### config.mk
export PLATFORM = sky130hd
export DESIGN_NAME = angle_sweep_scheduler_flat
export DESIGN_NICKNAME = d
export VERILOG_FILES = /design/src/rtl/angle_sweep_scheduler_if.sv /design/src/rtl/angle_sweep_scheduler.sv /design/src/flat_wrapper.sv
export SDC_FILE = /design/constraint.sdc
export NUM_CORES = 1
export LEC_CHECK = 0
export ABC_CLOCK_PERIOD_IN_PS = 4300
export CAP_MARGIN = 0
export CORE_MARGIN = 4
export CORE_UTILIZATION = 51
export CTS_CLUSTER_DIAMETER = 100
export CTS_CLUSTER_SIZE = 30
export DETAILED_ROUTE_END_ITERATION = 12
export PLACE_DENSITY = 0.77
export SLEW_MARGIN = 10
export SYNTH_ARGS = -nofsm -noshare
export SYNTH_HDL_FRONTEND = slang
export SYNTH_SLANG_ARGS = --single-unit
export TNS_END_PERCENT = 50
### constraint.sdc
create_clock -name clk -period 4.3 [get_ports clk]
set_clock_uncertainty 0.1 [all_clocks]
set_input_delay 0.43 -clock clk [delete_from_list [all_inputs] [get_ports clk]]
set_output_delay 0.43 -clock clk [all_outputs]
set_load 0.01 [all_outputs]
### src/rtl/angle_sweep_scheduler_if.sv
// angle_sweep_scheduler_if: scheduler-to-scorer request/score handshake.
// master = scheduler side, slave = scorer side.
interface angle_sweep_scheduler_if #(
    parameter int ANGLE_W = 12,
    parameter int SCORE_W = 16
);
    logic               req_valid;
    logic               req_ready;
    logic [ANGLE_W-1:0] theta;
    logic [ANGLE_W-1:0] phi;
    logic [ANGLE_W-1:0] alpha;
    logic [3:0]         req_cand_idx;
    logic               score_valid;
    logic [SCORE_W-1:0] score;

    modport master (
        output req_valid, theta, phi, alpha, req_cand_idx,
        input  req_ready, score_valid, score
    );

    modport slave (
        input  req_valid, theta, phi, alpha, req_cand_idx,
        output req_ready, score_valid, score
    );
endinterface

### src/rtl/angle_sweep_scheduler.sv
// angle_sweep_scheduler: sweeps alpha over every buffered (theta, phi) candidate, one scorer
// request at a time, and keeps the best-scoring triple. Optional WAIT timeout: SWEEP_TIMEOUT_EN.
module angle_sweep_scheduler #(
    parameter int NUM_CAND    = 10,
    parameter int ANGLE_W     = 12,
    parameter int SCORE_W     = 16,
    parameter int TIMEOUT_CYC = 255
) (
    input  logic                            clk,
    input  logic                            rst,
    input  logic                            start,
    input  logic [2*ANGLE_W*NUM_CAND-1:0]   candidate_angle_buffer,
    input  logic [ANGLE_W-1:0]              alpha_min,
    input  logic [ANGLE_W-1:0]              alpha_max,
    input  logic [ANGLE_W-1:0]              alpha_step,
    angle_sweep_scheduler_if.master         bus,
    output logic                            busy,
    output logic                            done,
    output logic                            best_valid,
    output logic [ANGLE_W-1:0]              best_theta,
    output logic [ANGLE_W-1:0]              best_phi,
    output logic [ANGLE_W-1:0]              best_alpha,
    output logic [3:0]                      best_cand_idx,
    output logic [SCORE_W-1:0]              best_score,
    output logic [9:0]                      issue_count,
    output logic                            timeout_err
);
    localparam int CW = 2 * ANGLE_W;

    typedef enum logic [2:0] {ST_IDLE, ST_LOAD, ST_ISSUE, ST_WAIT, ST_NEXT, ST_DONE} state_t;
    state_t state, state_nx;

    logic [CW*NUM_CAND-1:0] buf_r;
    logic [ANGLE_W-1:0]     amin_r, amax_r, step_r;
    logic [ANGLE_W-1:0]     theta_r, phi_r, alpha_r;
    logic [3:0]             cand_r;
    logic [ANGLE_W:0]       alpha_sum;
    logic                   alpha_over, cand_last, take_score, better, timed_out;
    logic [3:0]             sel_idx;
    logic [CW-1:0]          sel_word;
    logic [SCORE_W-1:0]     eff_score;

    // Carry out of ANGLE_W counts as overshooting alpha_max, so the sweep never wraps.
    assign alpha_sum  = {1'b0, alpha_r} + {1'b0, step_r};
    assign alpha_over = alpha_sum > {1'b0, amax_r};
    assign cand_last  = (cand_r == 4'(NUM_CAND - 1));
    assign sel_idx    = (state == ST_LOAD) ? 4'd0 : cand_r + 4'd1;
    assign sel_word   = buf_r[32'(sel_idx) * CW +: CW];

    assign take_score = (state == ST_WAIT) && (bus.score_valid || timed_out);
    assign eff_score  = bus.score_valid ? bus.score : '0;
    assign better     = !best_valid || (eff_score > best_score);

    always_ff @(posedge clk) begin
        if (rst) state <= ST_IDLE;
        else     state <= state_nx;
    end

    always_comb begin
        state_nx = state;
        case (state)
            ST_IDLE:  if (start) state_nx = ST_LOAD;
            ST_LOAD:  state_nx = (amin_r > amax_r) ? ST_DONE : ST_ISSUE;
            ST_ISSUE: if (bus.req_ready) state_nx = ST_WAIT;
            ST_WAIT:  if (take_score) state_nx = ST_NEXT;
            ST_NEXT:  state_nx = (alpha_over && cand_last) ? ST_DONE : ST_ISSUE;
            ST_DONE:  state_nx = ST_IDLE;
            default:  state_nx = ST_IDLE;
        endcase
    end

    always_comb begin
        bus.req_valid = (state == ST_ISSUE);
        busy          = (state != ST_IDLE);
        done          = (state == ST_DONE);
    end

    assign bus.theta        = theta_r;
    assign bus.phi          = phi_r;
    assign bus.alpha        = alpha_r;
    assign bus.req_cand_idx = cand_r;

    always_ff @(posedge clk) begin
        if (rst) begin
            buf_r         <= '0;
            amin_r        <= '0;
            amax_r        <= '0;
            step_r        <= '0;
            theta_r       <= '0;
            phi_r         <= '0;
            alpha_r       <= '0;
            cand_r        <= '0;
            best_valid    <= 1'b0;
            best_theta    <= '0;
            best_phi      <= '0;
            best_alpha    <= '0;
            best_cand_idx <= '0;
            best_score    <= '0;
            issue_count   <= '0;
        end else begin
            case (state)
                ST_IDLE: if (start) begin
                    buf_r         <= candidate_angle_buffer;
                    amin_r        <= alpha_min;
                    amax_r        <= alpha_max;
                    step_r        <= (alpha_step == '0) ? ANGLE_W'(1) : alpha_step;
                    best_valid    <= 1'b0;
                    best_theta    <= '0;
                    best_phi      <= '0;
                    best_alpha    <= '0;
                    best_cand_idx <= '0;
                    best_score    <= '0;
                    issue_count   <= '0;
                end
                ST_LOAD: begin
                    cand_r  <= '0;
                    alpha_r <= amin_r;
                    theta_r <= sel_word[CW-1:ANGLE_W];
                    phi_r   <= sel_word[ANGLE_W-1:0];
                end
                ST_ISSUE: if (bus.req_ready) issue_count <= issue_count + 10'd1;
                ST_WAIT: if (take_score && better) begin
                    best_valid    <= 1'b1;
                    best_theta    <= theta_r;
                    best_phi      <= phi_r;
                    best_alpha    <= alpha_r;
                    best_cand_idx <= cand_r;
                    best_score    <= eff_score;
                end
                ST_NEXT: begin
                    if (!alpha_over) begin
                        alpha_r <= alpha_sum[ANGLE_W-1:0];
                    end else if (!cand_last) begin
                        cand_r  <= cand_r + 4'd1;
                        alpha_r <= amin_r;
                        theta_r <= sel_word[CW-1:ANGLE_W];
                        phi_r   <= sel_word[ANGLE_W-1:0];
                    end
                end
                default: ;
            endcase
        end
    end

`ifdef SWEEP_TIMEOUT_EN
    localparam int TW = (TIMEOUT_CYC > 1) ? $clog2(TIMEOUT_CYC) : 1;

    logic [TW-1:0] wait_cnt;
    logic          timeout_r;

    // A silent point is scored as 0 on the TIMEOUT_CYC-th WAIT cycle.
    assign timed_out = (state == ST_WAIT) && !bus.score_valid &&
                       (wait_cnt == TW'(TIMEOUT_CYC - 1));

    always_ff @(posedge clk) begin
        if (rst) begin
            wait_cnt  <= '0;
            timeout_r <= 1'b0;
        end else begin
            if (state == ST_WAIT) wait_cnt <= wait_cnt + TW'(1);
            else                  wait_cnt <= '0;
            if (state == ST_IDLE && start) timeout_r <= 1'b0;
            else if (timed_out)            timeout_r <= 1'b1;
        end
    end

    assign timeout_err = timeout_r;
`else
    assign timed_out   = 1'b0;
    assign timeout_err = 1'b0;
`endif
endmodule

### src/flat_wrapper.sv
// flat-port wrapper written by rule: the top's interface ports become plain ports
module angle_sweep_scheduler_flat 
#(
    parameter int NUM_CAND    = 10,
    parameter int ANGLE_W     = 12,
    parameter int SCORE_W     = 16,
    parameter int TIMEOUT_CYC = 255
)
  (clk, rst, start, candidate_angle_buffer, alpha_min, alpha_max, alpha_step, busy, done, best_valid, best_theta, best_phi, best_alpha, best_cand_idx, best_score, issue_count, timeout_err, bus_req_valid, bus_theta, bus_phi, bus_alpha, bus_req_cand_idx, bus_req_ready, bus_score_valid, bus_score);
  angle_sweep_scheduler_if #(.ANGLE_W(ANGLE_W), .SCORE_W(SCORE_W)) bus_i ();
  input  logic clk;
  input  logic rst;
  input  logic start;
  input  logic [2*ANGLE_W*NUM_CAND-1:0] candidate_angle_buffer;
  input  logic [ANGLE_W-1:0] alpha_min;
  input  logic [ANGLE_W-1:0] alpha_max;
  input  logic [ANGLE_W-1:0] alpha_step;
  output logic busy;
  output logic done;
  output logic best_valid;
  output logic [ANGLE_W-1:0] best_theta;
  output logic [ANGLE_W-1:0] best_phi;
  output logic [ANGLE_W-1:0] best_alpha;
  output logic [3:0] best_cand_idx;
  output logic [SCORE_W-1:0] best_score;
  output logic [9:0] issue_count;
  output logic timeout_err;
  output wire logic [$bits(bus_i.req_valid)-1:0] bus_req_valid;
  output wire logic [$bits(bus_i.theta)-1:0] bus_theta;
  output wire logic [$bits(bus_i.phi)-1:0] bus_phi;
  output wire logic [$bits(bus_i.alpha)-1:0] bus_alpha;
  output wire logic [$bits(bus_i.req_cand_idx)-1:0] bus_req_cand_idx;
  input wire logic [$bits(bus_i.req_ready)-1:0] bus_req_ready;
  input wire logic [$bits(bus_i.score_valid)-1:0] bus_score_valid;
  input wire logic [$bits(bus_i.score)-1:0] bus_score;
  assign bus_req_valid = bus_i.req_valid;
  assign bus_theta = bus_i.theta;
  assign bus_phi = bus_i.phi;
  assign bus_alpha = bus_i.alpha;
  assign bus_req_cand_idx = bus_i.req_cand_idx;
  assign bus_i.req_ready = bus_req_ready;
  assign bus_i.score_valid = bus_score_valid;
  assign bus_i.score = bus_score;
  angle_sweep_scheduler #(.NUM_CAND(NUM_CAND), .ANGLE_W(ANGLE_W), .SCORE_W(SCORE_W), .TIMEOUT_CYC(TIMEOUT_CYC)) u_core (.clk(clk), .rst(rst), .start(start), .candidate_angle_buffer(candidate_angle_buffer), .alpha_min(alpha_min), .alpha_max(alpha_max), .alpha_step(alpha_step), .bus(bus_i), .busy(busy), .done(done), .best_valid(best_valid), .best_theta(best_theta), .best_phi(best_phi), .best_alpha(best_alpha), .best_cand_idx(best_cand_idx), .best_score(best_score), .issue_count(issue_count), .timeout_err(timeout_err));
endmodule
## Word level (Yosys, flattened, before mapping)

Index checks and enable logic that the tools add are counted.

- Add/subtract/negate cells: 3
- $mul: 1
- Order comparisons: 3
- Eq/ne operators: 13
- Shift-type cells: 1
- Multiplexer cells: 40
- Reductions and logical operators: 17

Operators by type and width:

| operator | count |
|---|---|
| 240-bit by 10-bit variable part select with 24-bit output | 1 |
| 12-bit one-hot mux with 2 select lines | 6 |
| 12-bit 2-to-1 mux | 11 |
| 16-bit 2-to-1 mux | 3 |
| 16-bit one-hot mux with 2 select lines | 1 |
| 10-bit 2-to-1 mux | 2 |
| 4-bit 2-to-1 mux | 5 |
| 10-bit one-hot mux with 2 select lines | 1 |
| 16-bit > comparator | 1 |
| 4-bit one-hot mux with 2 select lines | 2 |
| 3-bit 2-to-1 mux | 5 |
| 3-bit one-hot mux with 5 select lines | 1 |
| 12-bit by 12-bit adder with 13-bit output | 1 |
| 13-bit by 12-bit > comparator with 1-bit output | 1 |
| 12-bit > comparator | 1 |
| 12-bit zero test | 1 |
| 3-bit AND reduction | 4 |
| 10-bit by 1-bit adder with 10-bit output, second input constant | 1 |
| 3-bit by 2-bit equality test with 1-bit output, second input constant | 2 |
| 3-bit equality test, second input constant | 2 |
| 4-bit by 2-bit multiplier with 6-bit output, second input constant | 1 |
| 2-bit by 1-bit inequality test with 1-bit output, second input constant | 3 |
| 2-bit inequality test, second input constant | 3 |
| 2-bit nonzero test | 3 |
| other kinds (12) | 16 |

- Register bits: 386
- Bits of input ports: 297
- Output and inout port bits: 111
- Word-level logic and storage cells: 94

## Logic depth before layout (Yosys ltp)

- Depth after elaboration: 7
- Mapped depth: 16
- Mapped depth without buffers: 15

## Worst setup path after synthesis

OpenSTA, ideal clock, no wires.

- Path kind: reg2reg
- Start: register u_core.alpha_r[0], in the netlist u_core.bus.alpha[0]
- End: register u_core.alpha_r[10], in the netlist u_core.bus.alpha[10]
- Arrival time: 3.559 ns
- Required time: 4.084 ns
- Setup slack: 0.524 ns
- Stages on the path, launching flop included: 17
- Path buffers: 1
- Period minus slack after synthesis: 3.776 ns
- Path through: dfxtp_1 > ha_1 > inv_1 > fa_1 > nand2b_1 > a21o_1 > a22oi_1 > a21oi_1 > xnor2_1 > ha_1 > a21o_1 > a211oi_1 > o2111ai_2 > a21oi_2 > nand2_1 > buf_2 > o211a_1

- Longest elaborated chain between the ends: 4

RTL lines:

| what | RTL line | text |
|---|---|---|
| start, declared | angle_sweep_scheduler.sv:35 | `logic [ANGLE_W-1:0] theta_r, phi_r, alpha_r;` |
| start signal, assigned | angle_sweep_scheduler.sv:117 | `alpha_r <= amin_r;` |
| start signal, assigned | angle_sweep_scheduler.sv:132 | `alpha_r <= alpha_sum[ANGLE_W-1:0];` |
| start signal, assigned | angle_sweep_scheduler.sv:135 | `alpha_r <= amin_r;` |
| 12-bit by 12-bit adder with 13-bit output * | angle_sweep_scheduler.sv:44 | `assign alpha_sum = {1'b0, alpha_r} + {1'b0, step_r};` |
| 13-bit by 12-bit > comparator with 1-bit output | angle_sweep_scheduler.sv:45 | `assign alpha_over = alpha_sum > {1'b0, amax_r};` |
| 12-bit 2-to-1 mux or 3-bit inequality test (tied branches) | n/a |  |
| 12-bit one-hot mux with 2 select lines or 2-bit AND reduction (tied branches) | n/a |  |

Every way passes the cells marked *; elsewhere a longest branch is shown, timed or not.
A chain may end at the register's enable or synchronous reset.

## Final worst setup path

- Start: register u_core.alpha_r[6], in the netlist u_core.bus.alpha[6]
- End: register u_core.alpha_r[3], in the netlist u_core.bus.alpha[3]

- Longest elaborated chain between the ends: 4

RTL lines:

| what | RTL line |
|---|---|
| 12-bit by 12-bit adder with 13-bit output * | angle_sweep_scheduler.sv:44 |
| 13-bit by 12-bit > comparator with 1-bit output * | angle_sweep_scheduler.sv:45 |
| 12-bit 2-to-1 mux or 3-bit inequality test (tied branches) | n/a |
| 12-bit one-hot mux with 2 select lines or 2-bit AND reduction (tied branches) | n/a |

Marked as above.

==> flow_metrics.env <==
export IMPL_drtAntennaViolNets=0
export IMPL_ys_top_cells_by_count="611 x nand2_1, 386 x dfxtp_1, 353 x a21oi_1"
export IMPL_finalHoldViolCount=0
export IMPL_worstReg2RegStart="u_core.bus.alpha[6]$_SDFFE_PP0P_"
export IMPL_dp_hpwl_microns=45380
export IMPL_ios=408
export IMPL_min_from="rst"
export IMPL_n_fill_cell=2961
export IMPL_routedLengthMet1_microns=25840
export IMPL_cp_data_required_time_ns=4.61
export IMPL_leakagePower_nw=8.317
export IMPL_synthArstFlopShare_pct=0
export IMPL_synth_top_area_cell="dfxtp_1"
export IMPL_grt_max_degree=133
export IMPL_antenna_cells=0
export IMPL_via_count=17631
export IMPL_die_area_sq_mm=0.03824
export IMPL_relSlewSlack_pct=29.30
export IMPL_cts_max_path_buffers=3
export IMPL_crit_arrival_ns=4.41
export IMPL_synth_ff_type="dfxtp_1"
export IMPL_cts_tree="yes"
export IMPL_drt_wl_total_microns=62050
export IMPL_ir_drop_uv=335.6
export IMPL_wl_per_cell_microns=20.68
export IMPL_critPathMaxFanout=10
export IMPL_maxCapViolCount=0
export IMPL_multi_input_area_sq_mm=0.009358
export IMPL_viasPerCell=5.877
export IMPL_hold_ws_ns=0.2845
export IMPL_grt_ovfl_total=0
export IMPL_cts_num_sinks=386
export IMPL_synth_edff_count=0
export IMPL_grt_pass1_wl_microns=93470
export IMPL_final_nets=2897
export IMPL_utilization_pct=65.69
export IMPL_cp_start_kind="register"
export IMPL_drive_above_1_share_pct=5.422
export IMPL_insertion_delay_ns=0.54
export IMPL_finalCriticalPeriod_ns=4.093
export IMPL_fp_dieW_microns=195.5
export IMPL_worst_pin_slew_ns=1.058
export IMPL_grt_pass1_vias=16615
export IMPL_synth_yosys_warnings=0
export IMPL_worst_hold_path_type="primary input to register"
export IMPL_drt_first_pass_iters=7
export IMPL_syn_inst=2266
export IMPL_p_per_area_mw_per_mm2=508.7
export IMPL_netlist_area_leader_share_pct=43.08
export IMPL_initial_core_util_pct=51.80
export IMPL_row_count=68
export IMPL_drt_initial_drc_count=1650
export IMPL_dieHeight_microns=195.5
export IMPL_path_clk_slew_ns=0.12
export IMPL_end_kind="register"
export IMPL_avgSynthCellArea_sq_um=7.916
export IMPL_synthToLayoutAreaGrowth_pct=26.81
export IMPL_ys_top_cells_by_area="dfxtp_1 43%, nand2_1 13%, a21oi_1 9.8%"
export IMPL_cts_made_buffers=16
export IMPL_numPortBuffers=406
export IMPL_crit_type="register to register"
export IMPL_wl_met3_microns=5137
export IMPL_place_gp_congestion=0.9030
export IMPL_antenna_found_initial=2
export IMPL_yosysUniqueCellTypes=74
export IMPL_coreArea_sq_mm=0.03463
export IMPL_htree_levels=1
export IMPL_synth_nets=2619
export IMPL_outcome="finished clean"
export IMPL_syn_area_sq_mm=0.01794
export IMPL_finalMaxSlewViolations=0
export IMPL_route_detailed_drc=0
export IMPL_clock_root_buffer="clkbuf_16"
export IMPL_final_setup_viol_count=0
export IMPL_regArea_sq_mm=0.007729
export IMPL_setup_worst_path_start="u_core.bus.alpha[6]$_SDFFE_PP0P_"
export IMPL_track_usage_pct=30.11
export IMPL_wl_met2_microns=29480
export IMPL_timing_fmax_mhz=244.3
export IMPL_top_layer_used="met5"
export IMPL_yosys_cell_count_top_type="nand2_1"
export IMPL_yosysSeqAreaShare_pct=43.08
export IMPL_cts_hold_buf=0
export IMPL_period_share_pct=95.18
export IMPL_synth_seq_cells=386
[cell type report]
cell class,count,share of cell area [%]
clock buffers,19,1.991
inverters,46,0.7590
repair buffers,444,19.64
well taps,455,2.503
flip-flops and latches,386,33.97
multi-input cells,1650,41.14
[layer usage]
layer,up-vias,global-route usage (%)
met5,-,0
met4,2,7.655
met3,85,4.175
met2,788,50.31
met1,8345,41.30
li1,8411,-
[sequential cells by signal (all words and copies together) (netlist names), 4 cells and up]
| signal | count |
|---|---|
| u_core.best_score | 16 |
| u_core.amax_r | 12 |
| u_core.bus.req_cand_idx | 4 |
| u_core.bus.alpha | 12 |
| u_core.best_theta | 12 |
| u_core.buf_r | 240 |
| u_core.bus.phi | 12 |
| u_core.issue_count | 10 |
| u_core.best_alpha | 12 |
| u_core.amin_r | 12 |
| u_core.best_cand_idx | 4 |
| u_core.bus.theta | 12 |
| u_core.best_phi | 12 |
| u_core.step_r | 12 |
[power breakdown]
group / switching, mW / total, mW / internal (mW)
clock network: 1.13 / 1.88 / 0.756
logic: 3.04 / 4.98 / 1.93
registers: 0.493 / 4.71 / 4.22
[worst paths after layout]
check        cells after the start  slack [ns]                           endpoint
max                             15        0.21   u_core.bus.alpha[3]$_SDFFE_PP0P_
min                              2        0.28  u_core.best_alpha[9]$_SDFFE_PP0P_
max reg2reg                     15        0.21   u_core.bus.alpha[3]$_SDFFE_PP0P_
min reg2reg                      2        0.36     u_core.buf_r[174]$_SDFFE_PP0P_
[cell families (layout without fill, tap and decap cells)]
family | count (synthesis) | after routing | synth area share [%]
AND/OR/NAND/NOR | 814 | 814 | 19.24
flip-flops | 386 | 386 | 43.08
AO/OA/AOI/OAI | 664 | 665 | 21.65
adder cells (fa/ha/maj) | 56 | 56 | 3.948
XOR/XNOR | 15 | 15 | 0.7324
buffers and inverters | 231 | 509 | 5.482
other | 1 | 1 | 0.02090
multiplexers | 99 | 99 | 5.852
[timing repair]
action                                 4_1_cts  5_1_grt
setup endpoints to repair                    0       40
endpoints found under the hold margin        0        0
gates resized for setup                      0        6
buffers inserted                             0        2
[cell usage in the layout, fill, tap and decap left out, types with 4 or more instances in the layout]
cell type / Yosys / final
nand2_1: 611 / 610
clkdlybuf4s50_1: 0 / 405
dfxtp_1: 386 / 385
a21oi_1: 353 / 351
o21ai_0: 85 / 85
o22ai_1: 74 / 74
ha_1: 55 / 55
mux2i_1: 52 / 52
nand4_1: 50 / 50
nor2_1: 49 / 47
mux2_2: 47 / 47
inv_1: 45 / 45
nor3_1: 30 / 30
a211oi_1: 31 / 30
buf_4: 4 / 29
o32ai_1: 25 / 25
o21a_1: 21 / 21
and2_1: 19 / 19
clkbuf_16: 0 / 17
a21o_1: 14 / 14
a311oi_1: 13 / 13
nand3_1: 11 / 11
buf_12: 0 / 9
nor2b_1: 7 / 7
xor2_1: 8 / 7
or3_1: 6 / 6
xnor2_1: 7 / 6
o21ai_1: 7 / 6
nand2b_1: 5 / 5
a31oi_1: 4 / 4
nor2_4: 2 / 4
nor4_1: 4 / 4
[metrics by stage]
stage / power [mW] / instances / setup slack (ns) / TNS [ns] / cell area (sq um)
5_1_grt: 12.22 / 3000 / -0.01788 / -0.1041 / 22750
6_report: 11.57 / 3000 / 0.2074 / 0 / 22750
3_5_place_dp: 9.619 / 2978 / 0.03662 / 0 / 22220
4_1_cts: 11.46 / 2997 / 0.007272 / 0 / 22670
2_1_floorplan: 7.915 / 2266 / 0.5244 / 0 / 17940
3_3_place_gp: 9.497 / 2978 / 0.1074 / 0 / 22220
[worst max-delay path, cell delays in order (launching register included)]
cell and delay (ns):
dfxtp_1 0.37, ha_1 0.42, o21ai_0 0.12, or3_1 0.42
and2_1 0.18, a211oi_1 0.27, xnor2_1 0.21, inv_1 0.08
ha_1 0.18, a21o_1 0.19, a211oi_2 0.29, o2111ai_2 0.25
a21oi_4 0.22, nand2_1 0.09, buf_4 0.24, a311oi_1 0.32
(Power assumes the default switching activity.)
